<file path="config.mk">
export PLATFORM = sky130hd
export DESIGN_NAME = commit_unit
export DESIGN_NICKNAME = d
export VERILOG_FILES = /design/src/rtl/commit_unit_pkg.sv /design/src/rtl/commit_unit.sv
export SDC_FILE = /design/constraint.sdc
export NUM_CORES = 1
export LEC_CHECK = 0
export CAP_MARGIN = 10
export CORE_ASPECT_RATIO = 1.2
export CORE_MARGIN = 4
export CORE_UTILIZATION = 25
export DETAILED_ROUTE_END_ITERATION = 7
export GPL_TIMING_DRIVEN = 0
export PLACE_DENSITY = 0.58
export SYNTH_ARGS = -nofsm -noshare
export SYNTH_HDL_FRONTEND = slang
export SYNTH_SLANG_ARGS = --single-unit
</file>
<file path="constraint.sdc">
create_clock -name clk -period 2.9 [get_ports clk]
set_input_delay 0.58 -clock clk [delete_from_list [all_inputs] [get_ports clk]]
set_output_delay 0.58 -clock clk [all_outputs]
set_load 0.05 [all_outputs]
</file>
<file path="src/rtl/commit_unit_pkg.sv">
// Shared rv32i types for the commit stage: ROB entry layout, ROB entry
// status encoding and the commit FSM state encoding. ROB_TAG_W is the
// width of the ROB index stored in each entry.
package commit_unit_pkg;

  localparam int ROB_TAG_W = 5;

  // Life-cycle of a ROB entry; only 'done' entries may retire.
  typedef enum logic [1:0] {
    rob_wait = 2'd0,
    done     = 2'd1,
    donex2   = 2'd2,
    empty    = 2'd3
  } rob_status_t;

  typedef enum logic [1:0] {
    IDLE  = 2'd0,
    RUN   = 2'd1,
    FLUSH = 2'd2
  } commit_state_t;

  typedef struct packed {
    logic                  valid;
    rob_status_t           status;
    logic [ROB_TAG_W-1:0]  rob_idx;
    logic [31:0]           pc;
    logic [31:0]           inst;
    logic [4:0]            rd_addr;
    logic [31:0]           rd_data;
    logic                  regf_we;
    logic                  br_en;
    logic [31:0]           pc_new;
    logic [31:0]           mem_addr;
    logic [3:0]            mem_rmask;
    logic [3:0]            mem_wmask;
    logic [31:0]           mem_rdata;
    logic [31:0]           mem_wdata;
  } rob_entry_t;

  // Architectural PC following the entry (static not-taken prediction).
  function automatic logic [31:0] next_pc(input rob_entry_t e);
    return e.br_en ? e.pc_new : (e.pc + 32'd4);
  endfunction

  // True when retiring the entry must update the regfile (x0 is hardwired).
  function automatic logic writes_rd(input rob_entry_t e);
    return e.regf_we && (e.rd_addr != 5'd0);
  endfunction

endpackage

</file>
<file path="src/rtl/commit_unit.sv">
// commit_unit: in-order retirement stage sitting on the ROB head port.
// Retires at most one 'done' head entry per cycle, writes its rd to the
// regfile one cycle later, and on a taken branch/jump raises a one-cycle
// flush with a PC redirect, then blocks commit for FLUSH_CYCLES cycles
// while the ROB/RS drain.
// Optional build macro COMMIT_RVFI_EN adds registered RVFI monitor ports.
module commit_unit
  import commit_unit_pkg::*;
#(
  parameter int ROB_IDX_W    = ROB_TAG_W,
  parameter int FLUSH_CYCLES = 2
) (
  input  logic                 clk,
  input  logic                 rst,
  input  rob_entry_t           rob_head_i,
  input  logic                 rob_empty_i,
  output logic                 rob_dequeue_o,
  output logic                 regf_we_o,
  output logic [4:0]           regf_rd_addr_o,
  output logic [31:0]          regf_rd_data_o,
  output logic [ROB_IDX_W-1:0] regf_rob_idx_o,
  output logic                 flush_o,
  output logic [31:0]          pc_redirect_o,
  output logic [63:0]          retire_cnt_o
`ifdef COMMIT_RVFI_EN
  ,
  output logic                 rvfi_valid_o,
  output logic [63:0]          rvfi_order_o,
  output logic [31:0]          rvfi_pc_rdata_o,
  output logic [31:0]          rvfi_pc_wdata_o,
  output logic [31:0]          rvfi_insn_o,
  output logic [4:0]           rvfi_rd_addr_o,
  output logic [31:0]          rvfi_rd_wdata_o,
  output logic [31:0]          rvfi_mem_addr_o,
  output logic [3:0]           rvfi_mem_rmask_o,
  output logic [3:0]           rvfi_mem_wmask_o,
  output logic [31:0]          rvfi_mem_rdata_o,
  output logic [31:0]          rvfi_mem_wdata_o
`endif
);

  // Drain counter only needs to hold FLUSH_CYCLES down to 1.
  localparam int CNT_W = (FLUSH_CYCLES < 2) ? 1 : $clog2(FLUSH_CYCLES + 1);

  commit_state_t        state_reg;
  logic [CNT_W-1:0]     drain_cnt_reg;

  logic                 regf_we_reg;
  logic [4:0]           regf_rd_addr_reg;
  logic [31:0]          regf_rd_data_reg;
  logic [ROB_IDX_W-1:0] regf_rob_idx_reg;
  logic                 flush_reg;
  logic [31:0]          pc_redirect_reg;
  logic [63:0]          retire_cnt_reg;

  logic                 can_commit;
  logic                 retire;
  logic                 mispredict;

  // Retire decision: head must be a valid, finished entry and we must be running.
  always_comb begin
    can_commit = (state_reg == RUN) && !rob_empty_i &&
                 rob_head_i.valid && (rob_head_i.status == done);
    retire     = can_commit && !rst;
    mispredict = retire && rob_head_i.br_en;
  end

  assign rob_dequeue_o = retire;

  // Commit FSM: leave IDLE after reset, park in FLUSH while the backend drains.
  always_ff @(posedge clk) begin
    if (rst) begin
      state_reg     <= IDLE;
      drain_cnt_reg <= '0;
    end else begin
      case (state_reg)
        IDLE: begin
          state_reg <= RUN;
        end
        RUN: begin
          if (mispredict) begin
            state_reg     <= FLUSH;
            drain_cnt_reg <= CNT_W'(FLUSH_CYCLES);
          end
        end
        FLUSH: begin
          if (drain_cnt_reg <= CNT_W'(1)) begin
            state_reg     <= RUN;
            drain_cnt_reg <= '0;
          end else begin
            drain_cnt_reg <= drain_cnt_reg - CNT_W'(1);
          end
        end
        default: begin
          state_reg     <= IDLE;
          drain_cnt_reg <= '0;
        end
      endcase
    end
  end

  // Regfile write port: one-cycle pulse carrying the retired entry's rd.
  always_ff @(posedge clk) begin
    if (rst) begin
      regf_we_reg      <= 1'b0;
      regf_rd_addr_reg <= '0;
      regf_rd_data_reg <= '0;
      regf_rob_idx_reg <= '0;
    end else if (retire) begin
      regf_we_reg      <= writes_rd(rob_head_i);
      regf_rd_addr_reg <= rob_head_i.rd_addr;
      regf_rd_data_reg <= rob_head_i.rd_data;
      regf_rob_idx_reg <= ROB_IDX_W'(rob_head_i.rob_idx);
    end else begin
      regf_we_reg      <= 1'b0;
      regf_rd_addr_reg <= '0;
      regf_rd_data_reg <= '0;
      regf_rob_idx_reg <= '0;
    end
  end

  // Flush pulse and redirect target; a reset drops any pending flush.
  always_ff @(posedge clk) begin
    if (rst) begin
      flush_reg       <= 1'b0;
      pc_redirect_reg <= '0;
    end else begin
      flush_reg       <= mispredict;
      pc_redirect_reg <= mispredict ? rob_head_i.pc_new : 32'd0;
    end
  end

  // Retired-instruction counter, free-running modulo 2^64.
  always_ff @(posedge clk) begin
    if (rst) begin
      retire_cnt_reg <= '0;
    end else if (retire) begin
      retire_cnt_reg <= retire_cnt_reg + 64'd1;
    end
  end

  assign regf_we_o      = regf_we_reg;
  assign regf_rd_addr_o = regf_rd_addr_reg;
  assign regf_rd_data_o = regf_rd_data_reg;
  assign regf_rob_idx_o = regf_rob_idx_reg;
  assign flush_o        = flush_reg;
  assign pc_redirect_o  = pc_redirect_reg;
  assign retire_cnt_o   = retire_cnt_reg;

`ifdef COMMIT_RVFI_EN
  logic        rvfi_valid_reg;
  logic [63:0] rvfi_order_reg;
  logic [31:0] rvfi_pc_rdata_reg;
  logic [31:0] rvfi_pc_wdata_reg;
  logic [31:0] rvfi_insn_reg;
  logic [4:0]  rvfi_rd_addr_reg;
  logic [31:0] rvfi_rd_wdata_reg;
  logic [31:0] rvfi_mem_addr_reg;
  logic [3:0]  rvfi_mem_rmask_reg;
  logic [3:0]  rvfi_mem_wmask_reg;
  logic [31:0] rvfi_mem_rdata_reg;
  logic [31:0] rvfi_mem_wdata_reg;

  // RVFI record of the retiring entry, aligned with the regfile write.
  always_ff @(posedge clk) begin
    if (rst || !retire) begin
      rvfi_valid_reg     <= 1'b0;
      rvfi_order_reg     <= '0;
      rvfi_pc_rdata_reg  <= '0;
      rvfi_pc_wdata_reg  <= '0;
      rvfi_insn_reg      <= '0;
      rvfi_rd_addr_reg   <= '0;
      rvfi_rd_wdata_reg  <= '0;
      rvfi_mem_addr_reg  <= '0;
      rvfi_mem_rmask_reg <= '0;
      rvfi_mem_wmask_reg <= '0;
      rvfi_mem_rdata_reg <= '0;
      rvfi_mem_wdata_reg <= '0;
    end else begin
      rvfi_valid_reg     <= 1'b1;
      rvfi_order_reg     <= retire_cnt_reg;
      rvfi_pc_rdata_reg  <= rob_head_i.pc;
      rvfi_pc_wdata_reg  <= next_pc(rob_head_i);
      rvfi_insn_reg      <= rob_head_i.inst;
      rvfi_rd_addr_reg   <= rob_head_i.rd_addr;
      rvfi_rd_wdata_reg  <= (rob_head_i.rd_addr == 5'd0) ? 32'd0 : rob_head_i.rd_data;
      rvfi_mem_addr_reg  <= rob_head_i.mem_addr;
      rvfi_mem_rmask_reg <= rob_head_i.mem_rmask;
      rvfi_mem_wmask_reg <= rob_head_i.mem_wmask;
      rvfi_mem_rdata_reg <= rob_head_i.mem_rdata;
      rvfi_mem_wdata_reg <= rob_head_i.mem_wdata;
    end
  end

  assign rvfi_valid_o     = rvfi_valid_reg;
  assign rvfi_order_o     = rvfi_order_reg;
  assign rvfi_pc_rdata_o  = rvfi_pc_rdata_reg;
  assign rvfi_pc_wdata_o  = rvfi_pc_wdata_reg;
  assign rvfi_insn_o      = rvfi_insn_reg;
  assign rvfi_rd_addr_o   = rvfi_rd_addr_reg;
  assign rvfi_rd_wdata_o  = rvfi_rd_wdata_reg;
  assign rvfi_mem_addr_o  = rvfi_mem_addr_reg;
  assign rvfi_mem_rmask_o = rvfi_mem_rmask_reg;
  assign rvfi_mem_wmask_o = rvfi_mem_wmask_reg;
  assign rvfi_mem_rdata_o = rvfi_mem_rdata_reg;
  assign rvfi_mem_wdata_o = rvfi_mem_wdata_reg;
`else
  // Head fields that only feed the monitor are left unconnected here.
  logic unused_monitor_fields;
  assign unused_monitor_fields = ^{rob_head_i.pc, rob_head_i.inst,
                                   rob_head_i.mem_addr, rob_head_i.mem_rmask,
                                   rob_head_i.mem_wmask, rob_head_i.mem_rdata,
                                   rob_head_i.mem_wdata};
`endif

endmodule

</file>
# ---- Word-level counts from Yosys, hierarchy flattened
# Index checks and enable logic that the tools add are counted.
dict set report classes {
  n_reduce_logical 14
  eq_ne 5
  muxes 5
  bitwise_logic 3
  n_lt_le_gt_ge 1
  addsub 2
}
# cell count
set op_table {}
lappend op_table {{$add 64x1->64 const B} 1}
lappend op_table {{$pmux 2 s3} 2}
lappend op_table {{$logic_and 1x1->1} 6}
lappend op_table {{$mux 2} 3}
lappend op_table {{$reduce_bool 5->1} 1}
lappend op_table {{$eq 2x1->1 const B} 2}
lappend op_table {{$ne 2x2->1 const B} 2}
lappend op_table {{$reduce_and 2->1} 2}
lappend op_table {{$reduce_or 2->1} 2}
lappend op_table {{$not 1->1} 3}
lappend op_table {{$eq 2x2->1 const B} 1}
lappend op_table {{$le 2x1->1 const B} 1}
lappend op_table {{$logic_not 1->1} 2}
lappend op_table {{$logic_not 2->1} 1}
lappend op_table {{$sub 2x1->2 const B} 1}
dict set report totals {
  out_inout_bits 141
  ff_bits 144
  input_bits 250
  word_cells 39
}

# ---- Depth between registers and ports, before layout
# Gate-level depths: netlist of run 1.
dict set report logic_depth {
  depth_word 8
  mapped_depth 9
}

# ---- Worst setup path after synthesis of run 1
# OpenSTA, ideal clock, no wires.
dict set report synth_path {
  kind {register -> register}
  start {register retire_cnt_reg[0], in the netlist retire_cnt_o[0]}
  end {register retire_cnt_reg[42], in the netlist retire_cnt_o[42]}
  n_path_buf 1
  required_ns 2.830
  arrival_ns 2.758
  synth_period_minus_slack_ns 2.829
  path_slack_ns 0.071
  path_stages_with_launch 8
  cell_sequence {dfxtp_1 ha_1 nand4_1 or2_1 or4b_1 clkbuf_1 or4_1 a21oi_1}
}
dict set report synth_via {
  elab_chain_cells 1
}
# item line
set synth_lines {}
lappend synth_lines {{start, declared} commit_unit.sv:54} ;# logic [63:0] retire_cnt_reg;
lappend synth_lines {{start signal, assigned} commit_unit.sv:138} ;# retire_cnt_reg <= retire_cnt_reg + 64'd1;
lappend synth_lines {{$add 64x1->64} commit_unit.sv:138}
# Every way passes these cells.
# A chain may end at the register's enable or synchronous reset.

# ---- Worst setup path after layout of run 1
dict set report layout_path {
  start {input rob_head_i[244] (netlist bit)}
  end {register retire_cnt_reg[59], in the netlist retire_cnt_o[59]}
}
dict set report layout_via {
  elab_chain_cells 3
}
# item line
set layout_lines {}
lappend layout_lines {{start, declared} commit_unit.sv:15} ;# input rob_entry_t rob_head_i,
lappend layout_lines {{$eq 2x1->1} commit_unit.sv:63} ;# rob_head_i.valid && (rob_head_i.status == done);
lappend layout_lines {{$logic_and 1x1->1} commit_unit.sv:63}
lappend layout_lines {{$logic_and 1x1->1} commit_unit.sv:64} ;# retire = can_commit && !rst;
# Every way passes these cells.

==> results by stage, run 1 <==
Min path:
- The worst hold path begins at retire_cnt_o[55]$_SDFFE_PP0N_.
- Along the worst hold path, the cell count comes to 2.
- The worst hold path belongs to the class register to register.
- The worst hold path terminates at retire_cnt_o[55]$_SDFFE_PP0N_.

Job:
- The count of max-cap constraint violations is 0.

Global route:
- The initial antenna violation count is 0.
- The total overflow left after global routing is 0.
- Entering global routing, the biggest net connects 17 pins.
- Global routing used 25.0% of the available met2 tracks.
- Global routing consumed, on the met3 layer, 5.31% of the routing resources.
- The global routing usage summed across all routing layers is 14.9%.
- The via count of the first global-routing pass came to 5110.
- The layer flagged by global routing as most heavily used is met2.
- The met1 capacity usage during global routing is 17.1%.
- The first global-routing pass estimated 28100 um of wire.

Synth:
- Summing the sequential cell areas from Yosys gives 52.0% of the chip area.
- The synthesis warning total is 0.
- The flip-flop cell with the highest count after synthesis is sky130_fd_sc_hd__dfxtp_1.
- The share of async-settable or async-resettable flops after synthesis is 0%.
- After synthesis, the largest family of logic cells by area is simple AND/OR/NAND/NOR gates.
- Summing the areas of all compound-gate instances in the mapped netlist gives 8.33% of the synthesized area.
- The xor-xnor portion of the synthesized cell area is 3.63%.
- By area the synthesized netlist is led by sky130_fd_sc_hd__dfxtp_1, sky130_fd_sc_hd__and3_1, sky130_fd_sc_hd__and2_1.
- Each instance of the synthesized netlist takes up on average 9.36 um^2.
- The post-synthesis register bit count is 144.
- The simple-gate area share of the yosys netlist is 30.2%.
- The synthesized netlist devotes 1.13% of its cell area to adder and majority cells.
- The area fraction of the dominant cell type after synthesis is 52.0%.
- The mapped cell area is 5540 um^2.
- The total nets after synthesis is 847.
- The synthesized instance count is 592.
- The top cell type by total area after synthesis is sky130_fd_sc_hd__dfxtp_1.
- The synthesized netlist contains 42 unique library cells.
- The synthesized design contains 0 enable-type register cells.
- Of the post-synthesis cell area, the part taken by muxes is 1.38%.

Setup path:
- The type of the worst setup path is input pin to register.
- The data arrival at the endpoint of the critical path is 3.08 ns.
- The highest net fanout along the worst path is 10.
- STA classifies the critical path startpoint as an input pin.
- The path depth of the worst reg2reg path is 7.
- The reg-to-reg setup timing slack is 0.14 ns.
- STA classifies the critical path endpoint as a register.
- The required arrival time at the worst endpoint is 3.21 ns.
- The startpoint of the worst-slack reg-to-reg timing path is retire_cnt_o[16]$_SDFFE_PP0N_.
- The endpoint of the lowest-slack register-to-register path is retire_cnt_o[59]$_SDFFE_PP0N_.

STA:
- The worst slack on hold paths is 0.507 ns.
- In this run the tightest slew margin relative to its limit is 53.9%.
- Setup violations remaining at the end of the flow were counted as 0.
- Setup repair after global routing left no endpoint under its margin.
- The worst setup skew after layout is 0.0109 ns.
- The number of hold violations in the final report is 0.
- The final number of max-transition violations is 0.
- Derived from the worst setup path, the maximum achievable clock frequency is 361 MHz.
- The minimum clock period is 2.77 ns.
- The final critical path takes up 95.6% of the cycle.
- The pin slew with the least headroom to its limit is 0.686 ns.

Final layout:
- The share of layout cells above drive strength 1 is 8.25%.
- In the final design database the tool counted 1090 nets.
- The register with the most flip-flops in the layout has 64 of them.
- The number of inserted diodes is 0.
- The number of filler cells placed in the layout is 2139.
- The area of all placed cells without fillers is 8780 um^2.
- The most frequent standard cell in the layout excluding fill and tap cells is sky130_fd_sc_hd__clkdlybuf4s50_1.
- Leaving out fill and tap cells, the most frequent cells in the layout are sky130_fd_sc_hd__clkdlybuf4s50_1, sky130_fd_sc_hd__dfxtp_1, sky130_fd_sc_hd__and3_1.
- The layout-stage area growth over the synthesis result is 58.4%.

Routing:
- The DRC violation count after routing is 0.
- In the final routed layout, each cell accounts on average for 16.4 um.
- After the first detailed-routing iteration, the DRC count stood at 216.
- The number of optimization iterations in the first detailed-route pass is 6.
- For this block, the routed nets add up to 18400 um of wire.
- The via count is 5246.
- The number of vias per cell after detailed routing is 4.68.
- The detail route stage leaves a number of antenna-violating nets equal to 0.

Clock tree:
- The cell sitting at the root of the clock tree is a sky130_fd_sc_hd__clkbuf_16.
- The hold buffer count at cts is 0.
- The clock-pin slew on the worst setup and hold paths is 0.06 ns.
- TritonCTS built the clock tree.
- Clock tree synthesis inserted a total of 17 buffers.
- No sink is reached through more buffers than the 2 on the longest clock path.
- For this design, the sink count on the clock tree is 144.
- The clock network latency to the later pin of the worst-skew pair is 0.43 ns.
- The H-tree was split into 4 levels.

Floorplan:
- The overall die height is 171 um.
- The effective utilization at floorplan is 25.5%.
- The floorplan step defined a core boundary enclosing 21800 um^2.
- The die covers 24600 um^2.
- In this run the horizontal extent of the chip is 144 um.
- The row count is 59.
- For this design the top-level I/O count stands at 391.

Pwr:
- The power density over cell area is 529 nW/um^2.
- After layout, the design draws a total of 4.64 mW.
- In this run the static leakage power is 3.12 nW.
- Across the VDD grid, the largest voltage drop is 0.391 mV.

Placed design:
- The count of input and output buffers is 222.
- The placer congestion estimate is 0.772.
- After legalization and detailed placement, the total HPWL measured 14100 um.
- After detailed placement, the total cell area comes to 8110 um^2.

Outcome:
- The run finished with clean final reports.
## cells by family after synthesis
group | Yosys count
flip-flops | 144
adder cells (fa/ha/maj) | 5
XOR/XNOR | 23
multiplexers | 7
buffers and inverters | 48
AND/OR/NAND/NOR | 287
AO/OA/AOI/OAI | 78
## Yosys cell counts, types with 2 or more instances
cell                       count
sky130_fd_sc_hd__nor2b_1       6
sky130_fd_sc_hd__dfxtp_1     144
sky130_fd_sc_hd__nand2_1      24
sky130_fd_sc_hd__and4_1        7
sky130_fd_sc_hd__and3_1       50
sky130_fd_sc_hd__inv_1        14
sky130_fd_sc_hd__nor4_1       14
sky130_fd_sc_hd__or4_1        22
sky130_fd_sc_hd__mux2i_1       2
sky130_fd_sc_hd__o31ai_1      16
sky130_fd_sc_hd__mux2_2        5
sky130_fd_sc_hd__or2_2         3
sky130_fd_sc_hd__nand3_1      27
sky130_fd_sc_hd__clkbuf_1     29
sky130_fd_sc_hd__o21ba_2       2
sky130_fd_sc_hd__a21oi_1      36
sky130_fd_sc_hd__o21ai_0      16
sky130_fd_sc_hd__nor3_1       12
sky130_fd_sc_hd__nand4_1      21
sky130_fd_sc_hd__xnor2_1      18
sky130_fd_sc_hd__nor2_1       39
sky130_fd_sc_hd__xor2_1        5
sky130_fd_sc_hd__o41ai_1       3
sky130_fd_sc_hd__buf_2         4
sky130_fd_sc_hd__or3_1        16
sky130_fd_sc_hd__or4_4         2
sky130_fd_sc_hd__and2_1       35
sky130_fd_sc_hd__ha_1          5
sky130_fd_sc_hd__nand3_2       2
## timing repair
item	4_1_cts	5_1_grt
endpoints found under the setup margin	27	12
gates resized for setup	10	13
pin swaps	1	0
buffers inserted	1	1
## worst max-delay path, cell delays in order
cell and delay, ns:
sky130_fd_sc_hd__clkdlybuf4s50_1 0.53, sky130_fd_sc_hd__nor2b_1 0.14, sky130_fd_sc_hd__clkbuf_2 0.25, sky130_fd_sc_hd__nand2_2 0.17, sky130_fd_sc_hd__clkinv_2 0.18, sky130_fd_sc_hd__nand4_1 0.23
sky130_fd_sc_hd__clkbuf_2 0.27, sky130_fd_sc_hd__nor4_2 0.36, sky130_fd_sc_hd__mux2_2 0.36
## stage by stage
step / TNS, ns / worst slack, ns / util (%) / cells
6_report: 0 / 0.128 / 40.3 / 1122
5_1_grt: 0 / 0.0149 / 40.3 / 1122
4_1_cts: -0.0115 / -0.00665 / 40.2 / 1121
3_5_place_dp: -21.26 / -1.13 / 37.2 / 1088
3_3_place_gp: -19.82 / -1.13 / 37.2 / 1088
2_1_floorplan: 0 / 0.0714 / - / 592
## where the power goes
group | total [mW] | switching (mW) | internal, mW
clock | 2.28 | 0.998 | 1.28
combinational | 0.342 | 0.170 | 0.172
sequential | 2.02 | 0.0159 | 2.00
total | 4.64 | 1.18 | 3.46
## area by class of cell
| class | count | area (um^2) | area share [%] |
|---|---|---|---|
| multi-input cells | 400 | 2520 | 28.7 |
| repair buffers | 224 | 2230 | 25.4 |
| well taps | 274 | 343 | 3.90 |
| clock buffers | 19 | 453 | 5.16 |
| plain buffers | 33 | 133 | 1.51 |
| clock inverters | 13 | 158 | 1.80 |
| flip-flops and latches | 144 | 2890 | 32.9 |
| inverters | 15 | 57.6 | 0.656 |
## layer usage
layer / wire [um] / vias up
li1: - / 2623
met1: 7370 / 2409
met2: 9180 / 186
met3: 1460 / 28
met4: 431 / 0
met5: 0 / -
## worst max-delay path by stage
stage               slack, ns                         start  cells after the start                       endpoint
global route             0.01     state_reg[1]$_SDFFE_PP0P_                      9  retire_cnt_o[59]$_SDFFE_PP0N_
floorplan                0.07  retire_cnt_o[0]$_SDFFE_PP0N_                      7  retire_cnt_o[42]$_SDFFE_PP0N_
detailed placement      -1.13               rob_head_i[244]                      9  retire_cnt_o[59]$_SDFFE_PP0N_
CTS                    -0.007  retire_cnt_o[0]$_SDFFE_PP0N_                      6  retire_cnt_o[60]$_SDFFE_PP0N_
global placement        -1.13               rob_head_i[244]                      9  retire_cnt_o[59]$_SDFFE_PP0N_
finish                   0.13               rob_head_i[244]                      9  retire_cnt_o[59]$_SDFFE_PP0N_
Note: power is estimated with default switching activity, not from simulation.
==> run 2, diff against run 1 <==
- DONT_BUFFER_PORTS: unset -> 1
- GPL_ROUTABILITY_DRIVEN: unset -> 0
- PLACE_DENSITY: 0.58 -> 0.35
==> results by stage, run 2 (synthesis gave the netlist of run 1 again) <==
STA:
- Timing would allow up to 358 MHz.
- The max-slew headroom at the worst pin is 53.9%.
- For the pin with the worst max-slew slack, the measured transition is 0.690 ns.
- The number of hold violations in the final report came to 0.
- The count of endpoints failing setup in the final report is 0.
- The final worst-path setup slack is 0.108 ns.
- The final number of max-transition violations is 0.
- Setup repair after global routing left no endpoint under its margin.
- For the final database, setup skew stands at 0.0165 ns.
- The worst path needs 2.79 ns of the cycle, external delays included.
- After layout, the worst path uses 96.3% of the clock period.

Pwr:
- In this run the power density over the cells is 662 nW/um^2.
- In this run the power spent charging and discharging nets is 1.12 mW.
- The part of the power in registers is 46.6%.
- The static power due to leakage is 2.33 nW.
- The internal power consumption is 3.27 mW.
- Power comes to 4.39 mW.
- The combinational fraction of design power is 4.0%.
- The share of total power dissipated in the clock network is 49.3%.
- The switching power share of the total is 25.6%.
- The maximum ir drop on the vdd rail is 0.365 mV.

Final layout:
- The most frequent standard cell in the layout excluding fill and tap cells is sky130_fd_sc_hd__dfxtp_1.
- The flip-flop count of the largest register after layout is 64.
- The post-route netlist has 16.1% of its cells at a drive strength greater than 1.
- The number of inserted diodes is 0.
- Cells fill 30.4% of the core in the end.
- Relative to the synthesized area, the layout overhead comes to 19.5%.
- The top cell types in the final layout, fill and taps aside, are sky130_fd_sc_hd__dfxtp_1, sky130_fd_sc_hd__and3_1, sky130_fd_sc_hd__nor2_1.
- Once layout is done, the placed cells without fillers occupy 6630 um^2.
- After filler insertion, the fill cell instance count of the layout stands at 2253.
- In the final design database the tool counted 871 nets.

Setup path:
- Grouping stages by cell kind, the critical path spends the most delay in simple AND/OR/NAND/NOR gates.
- The signal on the critical path passes through nand4_2 -> or4_4 -> or4_4 -> buf_2 -> or3_1 -> a21oi_1.
- The highest net fanout along the worst path is 10.
- The type of destination of the critical path is a register.
- In this design, the stage delay of the slowest critical-path cell is 0.61 ns.
- The worst setup path is launched from a register.
- STA puts the critical path data arrival time at 3.12 ns.
- The critical path is of the register to register type.
- By instance count, the cell type seen most on the critical path is sky130_fd_sc_hd__or4_4.
- The required arrival time at the worst endpoint is 3.23 ns.
- Counting both buffers and inverters, the worst setup path holds a total of 1.
- The slowest cell on the critical path is sky130_fd_sc_hd__or4_4.

Clock tree:
- The clock tree from TritonCTS is yes.
- The clock network latency to the later pin of the worst-skew pair is 0.42 ns.
- Clock tree synthesis selected as its root buffer the cell sky130_fd_sc_hd__clkbuf_16.
- The hold buffer count at cts is 0.
- The clock drives 144 sinks.
- The total CTS buffers is 17.
- The clock-pin slew on the worst setup and hold paths is 0.07 ns.
- The H-tree depth is 4.
- The deepest clock path buffer count is 2.

Global route:
- The via count of the first global-routing pass came to 4531.
- The first global-routing pass estimated 26400 um of wire.
- The initial antenna violation count is 0.
- Global routing used 14.0% of the available tracks.
- Entering global routing, the biggest net connects 17 pins.
- The overall overflow remaining after global route is 0.

Routing:
- The first TritonRoute pass finished after 5 iterations.
- The DRC violation count after routing is 0.
- The final antenna-violating net count is 0.
- The number of vias per cell after detailed routing is 5.04.
- The average wire per standard cell is 19.5 um.
- The routed layout has 4552 vias.
- The total length of routed wires is 17600 um.
- The DRC marker count from the first detailed-route iteration is 200.

Floorplan:
- The number of primary I/O pins is 391.
- The area of the die is 24600 um^2.
- The die is 171 um tall.
- The area inside the core boundary is 21800 um^2.
- The floorplan has 59 rows.
- The width of the die is 144 um.
- Once the floorplan was initialized, standard cells occupied 25.5% of the core.

Outcome:
- The flow ran to the end, and the final reports show no timing, DRC or antenna violations.

Placed design:
- The placement-stage worst setup slack is -0.883 ns.
- The cell area after placement is 5890 um^2.
- The wire-length estimate of the detail-placed layout is 13200 um.
- The count of input and output buffers is 0.

Job:
- Max-cap violations in this run came to 0.

Min path:
- The tightest min-delay check is of the input pin to register type.
[run 2: cell count changes in the layout (fill, tap and decap cells not counted), moves of 2 or more]
cell / previous run / this run
sky130_fd_sc_hd__clkinvlp_4: 0 / 2
sky130_fd_sc_hd__dfxtp_4: 0 / 9
sky130_fd_sc_hd__clkbuf_8: 2 / 0
sky130_fd_sc_hd__clkinv_4: 0 / 5
sky130_fd_sc_hd__buf_4: 2 / 4
sky130_fd_sc_hd__clkdlybuf4s50_1: 221 / 0
sky130_fd_sc_hd__dfxtp_1: 141 / 111
sky130_fd_sc_hd__dfxtp_2: 3 / 24
sky130_fd_sc_hd__inv_8: 6 / 2
[run 2: final timing paths]
kind | startpoint | to | slack [ns] | cells after the start
max | retire_cnt_o[3]$_SDFFE_PP0N_ | retire_cnt_o[27]$_SDFFE_PP0N_ | 0.11 | 6
min reg2reg | drain_cnt_reg[1]$_SDFFE_PP0P_ | drain_cnt_reg[1]$_SDFFE_PP0P_ | 0.50 | 2
max reg2reg | retire_cnt_o[3]$_SDFFE_PP0N_ | retire_cnt_o[27]$_SDFFE_PP0N_ | 0.11 | 6
min | rob_head_i[117] | pc_redirect_o[13]$_SDFF_PP0_ | 0.28 | 1
[run 2: timing repair]
action / 4_1_cts / 5_1_grt
pin swaps: 2 / 0
buffers inserted: 4 / 0
endpoints found under the hold margin: 0 / 0
gates cloned: 0 / 1
setup endpoints to repair: 34 / 14
gates resized for setup: 42 / 17
[run 2: routing by layer]
layer / global-route usage [%] / share of wire, % / wire, um
met1: 15.1 / 38 / 6620
met2: 24.1 / 51 / 8950
met3: 6.40 / 10 / 1760
met4: 4.75 / 1.7 / 297
met5: 0 / 0 / 0
[run 2: through the flow]
stage | instances | setup TNS, ns | hold slack (ns)
2_1_floorplan | 592 | 0 | 0.463
3_3_place_gp | 866 | -13.53 | 0.485
5_1_grt | 903 | 0 | 0.254
3_5_place_dp | 866 | -13.37 | 0.490
4_1_cts | 902 | 0 | 0.252
6_report | 903 | 0 | 0.276
[run 2: power by group through the flow]
stage                     Combinational (mW)  Sequential, mW  Clock, mW
final                                  0.177            2.05       2.17
after global routing                   0.201            2.05       2.31
after CTS                              0.179            2.05       2.24
after detailed placement               0.178            2.10          0
after global placement                 0.172            2.10          0
after floorplan                        0.132            2.09          0
[run 2: area by class of cell]
type / instances / area (um^2) / share of cell area, %
clock buffer: 18 / 429 / 6.48
clock inverter: 14 / 146 / 2.21
inverter: 15 / 61.3 / 0.925
buffer: 33 / 131 / 1.98
timing repair inverter: 1 / 5.00 / 0.0755
sequential: 144 / 2950 / 44.5
timing repair buffer: 4 / 30.0 / 0.453
multi-input combinational: 400 / 2530 / 38.2
tap: 274 / 343 / 5.17
